<file path="src/rtl/lbp_pkg.sv">
// lbp_pkg: shared frame geometry, pixel struct, engine states and the gray divider
package lbp_pkg;
  localparam int IMG_W = 128;
  localparam int IMG_H = 128;
  localparam int ADDR_W = 14;
  localparam int WIN_LEN = 2 * IMG_W + 3;
  localparam int NPIX = IMG_W * IMG_H;
  localparam int COL_W = $clog2(IMG_W);
  localparam int ROW_W = ADDR_W - COL_W;
  typedef struct packed {
    logic [7:0] r;
    logic [7:0] g;
    logic [7:0] b;
  } rgb_t;
  typedef enum logic [1:0] {S_RUN, S_FLUSH, S_DONE} state_t;
  // floor(s/3) for s <= 765: 683/2048 overshoots 1/3 by < 1/3 LSB over that range
  function automatic logic [7:0] div3(input logic [9:0] s);
    return 8'((20'(s) * 20'd683) >> 11);
  endfunction
endpackage

</file>
<file path="src/rtl/lbp_window.sv">
// lbp_window: two-line-plus-three gray shift buffer exposing the 3x3 taps of the pixel 129 behind the newest one
module lbp_window
  import lbp_pkg::*;
(
  input  logic              clk,
  input  logic              reset,
  input  logic              shift,
  input  logic [7:0]        din,
  input  logic [ADDR_W-1:0] addr,
  output logic [8:0][7:0]   taps,
  output logic [ADDR_W-1:0] center,
  output logic              center_ok,
  output logic [ROW_W-1:0]  center_row,
  output logic [COL_W-1:0]  center_col
);
  logic [7:0] win [WIN_LEN];
  always_ff @(posedge clk or negedge reset)
    if (!reset) begin
      for (int i = 0; i < WIN_LEN; i++) win[i] <= '0;
      center <= '0;
      center_ok <= 1'b0;
    end else if (shift) begin
      win[0] <= din;
      for (int i = 1; i < WIN_LEN; i++) win[i] <= win[i-1];
      center <= addr - ADDR_W'(IMG_W + 1);
      center_ok <= addr >= ADDR_W'(IMG_W + 1);
    end
  // taps[0..7] are neighbours k0..k7, taps[8] is the center
  assign taps = {win[IMG_W+1], win[0], win[1], win[2], win[IMG_W], win[IMG_W+2],
                 win[2*IMG_W], win[2*IMG_W+1], win[2*IMG_W+2]};
  assign center_row = center[ADDR_W-1:COL_W];
  assign center_col = center[COL_W-1:0];
endmodule

</file>
<file path="src/rtl/lbp_engine.sv">
// lbp_engine: streams an RGB frame to gray and LBP memories, one pixel per cycle
module lbp_engine
  import lbp_pkg::*;
(
  input  logic              clk,
  input  logic              reset,
  output logic [ADDR_W-1:0] RGB_addr,
  output logic              RGB_req,
  input  logic              RGB_ready,
  input  logic [23:0]       RGB_data,
  output logic [ADDR_W-1:0] gray_addr,
  output logic              gray_valid,
  output logic [7:0]        gray_data,
  output logic [ADDR_W-1:0] lbp_addr,
  output logic              lbp_valid,
  output logic [7:0]        lbp_data,
  output logic              finish
);
  localparam logic [ADDR_W-1:0] LAST = ADDR_W'(NPIX - 1);
  logic [ADDR_W-1:0] cnt, addr_d, center;
  logic              fetch_done, req_d, center_ok, border;
  logic [7:0]        gray_in, code;
  logic [8:0][7:0]   taps;
  logic [ROW_W-1:0]  row;
  logic [COL_W-1:0]  col;
  rgb_t              px;
  state_t            state;
  assign px = RGB_data;
  assign gray_in = div3(10'(px.r) + 10'(px.g) + 10'(px.b));
  assign RGB_req = reset && RGB_ready && !fetch_done;
  assign RGB_addr = cnt;
  assign border = row == '0 || row == ROW_W'(IMG_H - 1) || col == '0 || col == '1;
  always_comb begin
    code = '0;
    for (int k = 0; k < 8; k++) code[k] = taps[k] >= taps[8];
  end
  lbp_window u_win (
    .clk(clk), .reset(reset), .shift(req_d), .din(gray_in), .addr(addr_d),
    .taps(taps), .center(center), .center_ok(center_ok),
    .center_row(row), .center_col(col)
  );
  always_ff @(posedge clk or negedge reset)
    if (!reset) begin
      cnt <= '0;
      fetch_done <= 1'b0;
      req_d <= 1'b0;
      addr_d <= '0;
      gray_valid <= 1'b0;
      gray_addr <= '0;
      gray_data <= '0;
      lbp_valid <= 1'b0;
      lbp_addr <= '0;
      lbp_data <= '0;
      finish <= 1'b0;
      state <= S_RUN;
    end else begin
      if (RGB_req) begin
        cnt <= (cnt == LAST) ? cnt : cnt + 1'b1;
        fetch_done <= cnt == LAST;
      end
      req_d <= RGB_req;
      addr_d <= cnt;
      gray_valid <= req_d;
      if (req_d) begin
        gray_addr <= addr_d;
        gray_data <= gray_in;
      end
      lbp_valid <= 1'b0;
      case (state)
        S_RUN:
          if (gray_valid && center_ok) begin
            lbp_valid <= 1'b1;
            lbp_addr <= center;
            lbp_data <= border ? 8'd0 : code;
            if (gray_addr == LAST) state <= S_FLUSH;
          end
        // the last IMG_W+1 pixels never reach the window center; all are border
        S_FLUSH: begin
          lbp_valid <= 1'b1;
          lbp_addr <= lbp_addr + 1'b1;
          lbp_data <= 8'd0;
          if (lbp_addr == LAST - 1'b1) state <= S_DONE;
        end
        default: finish <= 1'b1;
      endcase
    end
endmodule

</file>
<file path="config.mk">
export PLATFORM = sky130hd
export DESIGN_NAME = lbp_engine
export DESIGN_NICKNAME = d
export VERILOG_FILES = /design/src/rtl/lbp_pkg.sv /design/src/rtl/lbp_window.sv /design/src/rtl/lbp_engine.sv
export SDC_FILE = /design/constraint.sdc
export NUM_CORES = 2
export LEC_CHECK = 0
export CORE_ASPECT_RATIO = 0.8
export CORE_MARGIN = 5
export CORE_UTILIZATION = 60
export DETAILED_ROUTE_END_ITERATION = 8
export PLACE_DENSITY = 0.88
export SETUP_SLACK_MARGIN = 0.5
export SLEW_MARGIN = 20
export SYNTH_ARGS = -nofsm -noshare
export SYNTH_HDL_FRONTEND = slang
export SYNTH_SLANG_ARGS = --single-unit
</file>
<file path="constraint.sdc">
create_clock -name clk -period 2.9 [get_ports clk]
set_clock_uncertainty 0.1 [all_clocks]
set_input_delay 0.58 -clock clk [delete_from_list [all_inputs] [get_ports clk]]
set_output_delay 0.58 -clock clk [all_outputs]
set_load 0.03 [all_outputs]
</file>
==> reports/qor.txt <==
Row cnt -> 122
Wirelength per Cell -> 17.9 µm
Logic pwr share -> 0.238
Synth top area cells -> dfrtp_1, mux2_2, ha_1
Leak -> 0.0478 µW
Initial drt markers -> 2217
CTS sink cnt -> 2158
Clk Latency, worst-skew pair -> 0.81 ns
# diodes -> 0
CTS H-tree lvls -> 4
Initial core utilization -> 0.604
CTS max path bufs -> 3
Final WL -> 131000 µm
Internal power consumption -> 55100 µW
Syn Nets -> 5304
Die W -> 427 µm
# fillers -> 8733
Port bufs -> 88
Num CTS Buffers -> 191
Peak VDD IR -> 1.97 mV
Yosys top cell by area -> dfrtp_1
Delay of the slowest critical-path stage -> 0.52 ns
Pre-CTS setup slack -> -4.08 ns
RSZ-0062 raised after global routing -> true
Die Y -> 344 µm
Layout cells sized above 1 -> 0.482
Syn avg cell area -> 16.3 µm²
Core footprint -> 138000 µm²
Period utilization -> 1.97
Most used cell, CP -> inv_2
Library cells used by synthesis -> 64
Net Switching -> 21000 µW
Clock Tree Root -> clkbuf_16
DP HPWL -> 76200 µm
EDFF count, synth -> 0
Largest delay share family, worst path -> adder cells
CP Capture Type -> flop
Setup TNS -> -21.76 ns
Final worst slack -> -2.81 ns
Crit path required time -> 3.47 ns
Max_cap viols -> 0
Failing checks -> setup timing
Async SR Flop Fraction -> 1.00
Post-route DRC -> 0
Post-synthesis sequential area ratio -> 0.647
Yosys reg bits -> 2158
Vias in the first global route -> 44666
Total GRT Usage -> 0.186
Final hold vios -> 0
GRT overflow -> 0
First-pass GRT wire length -> 229000 µm
Worst min-delay path category -> in2reg
Clock-pin slew on the worst setup and hold paths -> 0.07 ns
Final Slew Violations -> 0
Top cell type's share of synthesized area -> 0.647
Switch share -> 0.276
Reg power frac -> 0.424
Layout Nets -> 5494
Hold Slack -> 0.221 ns
Worst EP arrival -> 6.27 ns
Via Count -> 40242
Buffers & Inverters on Critical Path -> 6
Max Clock Freq -> 0.175 GHz
Pre-antenna DRT Iters -> 5
Synth Cell Area -> 83500 µm²
YS warnings -> 0
Initial antenna violation count -> 1
Slowest cell on the critical path -> fa_1
Routability Congestion -> 0.769
Post-layout util -> 0.680
WS Path Type -> in2reg
Top_reg_cell synth -> dfrtp_1
Area grow syn2layout -> 12.6%
Antenna-violating nets left -> 0
CP Max Fanout -> 4
Boundary Pins -> 89
CP Launch Type -> primary input
Clock share of power -> 0.338
Largest net degree at the start of global routing -> 190
DIE AREA -> 147000 µm²
Slew @ Worst Pin -> 1.17 ns
Status -> finished with violations
Pwr Density -> 809 nW/µm²
Slew HR -> 0.222
Post-DR vias/cell -> 5.50
TritonCTS clock tree -> built
Tmin final -> 5.71 ns
Final setup viols -> 8
Mapped Cells -> 5113
## worst register-to-register path, stage by stage (launching register included)
cell      delay (ns)
dfrtp_2         0.47
ha_1            0.27
and3_1          0.21
and4bb_4        0.22
nor3_4          0.29
and3_1          0.30
nand3_1         0.13
xnor2_1         0.15
## per-layer routing
metal / up-vias / share of wire / GRT usage / wire, µm
met5: - / 0 / 0 / 0
met4: 0 / 0.022 / 0.0546 / 2880
met3: 233 / 0.028 / 0.0326 / 3720
met2: 388 / 0.50 / 0.305 / 65000
met1: 21153 / 0.45 / 0.259 / 59500
li1: 18468 / - / - / -
## kinds of logic (layout without fill, tap and decap cells)
logic type / count (synthesis) / in the layout / synth area share
AOI/OAI and AO/OA: 174 / 174 / 0.0130
xor gates and xnor gates: 38 / 38 / 0.00398
muxes: 2071 / 2071 / 0.279
buffers and inverters: 320 / 661 / 0.0179
adders and majority gates: 164 / 164 / 0.0273
DFF: 2158 / 2158 / 0.647
and+or+nand+nor: 188 / 188 / 0.0121
## layout by cell type (no fill, tap or decap), types with 14 or more instances in the layout
| cell type | netlist | layout |
|---|---|---|
| a21o_1 | 19 | 19 |
| a21oi_1 | 42 | 39 |
| buf_12 | 0 | 42 |
| buf_4 | 8 | 113 |
| bufinv_16 | 0 | 14 |
| clkbuf_1 | 31 | 40 |
| clkbuf_16 | 0 | 193 |
| clkbuf_8 | 0 | 43 |
| clkdlybuf4s15_2 | 0 | 23 |
| clkinv_2 | 0 | 34 |
| dfrtp_1 | 2158 | 2153 |
| dlygate4sd2_1 | 0 | 34 |
| fa_1 | 30 | 28 |
| ha_1 | 134 | 120 |
| inv_1 | 68 | 61 |
| mux2_2 | 2069 | 2067 |
| nand2_1 | 61 | 60 |
| nor2_1 | 43 | 39 |
| o21ai_0 | 45 | 40 |
| xnor2_1 | 24 | 23 |
## flip-flops by register name (all words and copies together), names as in the netlist
signal and cells:
lbp_valid 1, lbp_addr 14, addr_d 14, finish 1
u_win.center 14, gray_addr 14, gray_valid 1, u_win.win 2000
lbp_data 8, u_win.taps 72, fetch_done 1, u_win.center_ok 1
state 2, RGB_addr 14, req_d 1
## power by group through the flow
stage	Combinational [µW]	Clock, µW	Sequential, µW
global route	20500	27600	32400
CTS	17600	26400	32300
finish	18100	25700	32300
floorplan	10100	0	32800
detailed placement	16200	0	32800
global placement	16100	0	32700
## synthesized netlist by cell type, drive strengths merged, types with 11 or more instances
cell / count
xnor2: 24
xor2: 14
nor2: 44
clkbuf: 31
nand4: 14
buf: 220
nand2: 61
ha: 134
a21o: 19
o21ai: 54
nand3: 11
a31oi: 11
nand2b: 13
a21oi: 42
dfrtp: 2158
inv: 69
mux2: 2069
fa: 30
## metrics by stage
stage          power [µW]  area (µm²)  cells
4_1_cts             76200       93900   7313
2_1_floorplan       42800       83600   5113
5_1_grt             80500       94000   7314
3_3_place_gp        48800       87200   6956
3_5_place_dp        49000       87200   6956
6_report            76100       94000   7314
## timing repair
action,in CTS,in global routing
pin swaps,35,15
endpoints found under the setup margin,70,392
hold buffers,4,1
resized for setup,180,19
hold endpoints to repair,581,88
buffers inserted,9,0
## final timing paths
check | cells past startpoint | slack, ns | startpoint | endpoint
max | 26 | -2.81 | RGB_data[1] | u_win.taps[59]$_DFFE_PN0P_
max reg2reg | 7 | 0.64 | RGB_addr[0]$_DFFE_PN0P_ | RGB_addr[8]$_DFFE_PN0P_
min in group asynchronous | 3 | 0.53 | reset | u_win.win[456]$_DFFE_PN0P_
min reg2reg | 0 | 0.37 | RGB_addr[5]$_DFFE_PN0P_ | addr_d[5]$_DFF_PN0_
max in group asynchronous | 5 | 0.74 | reset | u_win.win[1642]$_DFFE_PN0P_
min | 4 | 0.22 | reset | RGB_addr[0]$_DFFE_PN0P_
## final cells by class
type	count	area, µm²	area share
Clock buffer	276	5570	0.0593
Sequential cell	2158	54000	0.575
Timing Repair Buffer	248	2610	0.0278
Tap cell	1860	2330	0.0248
Inverter	69	259	0.00276
Multi-Input combinational cell	2635	28300	0.301
Clock inverter	68	901	0.00958
Power figures use the tool's default switching activity.
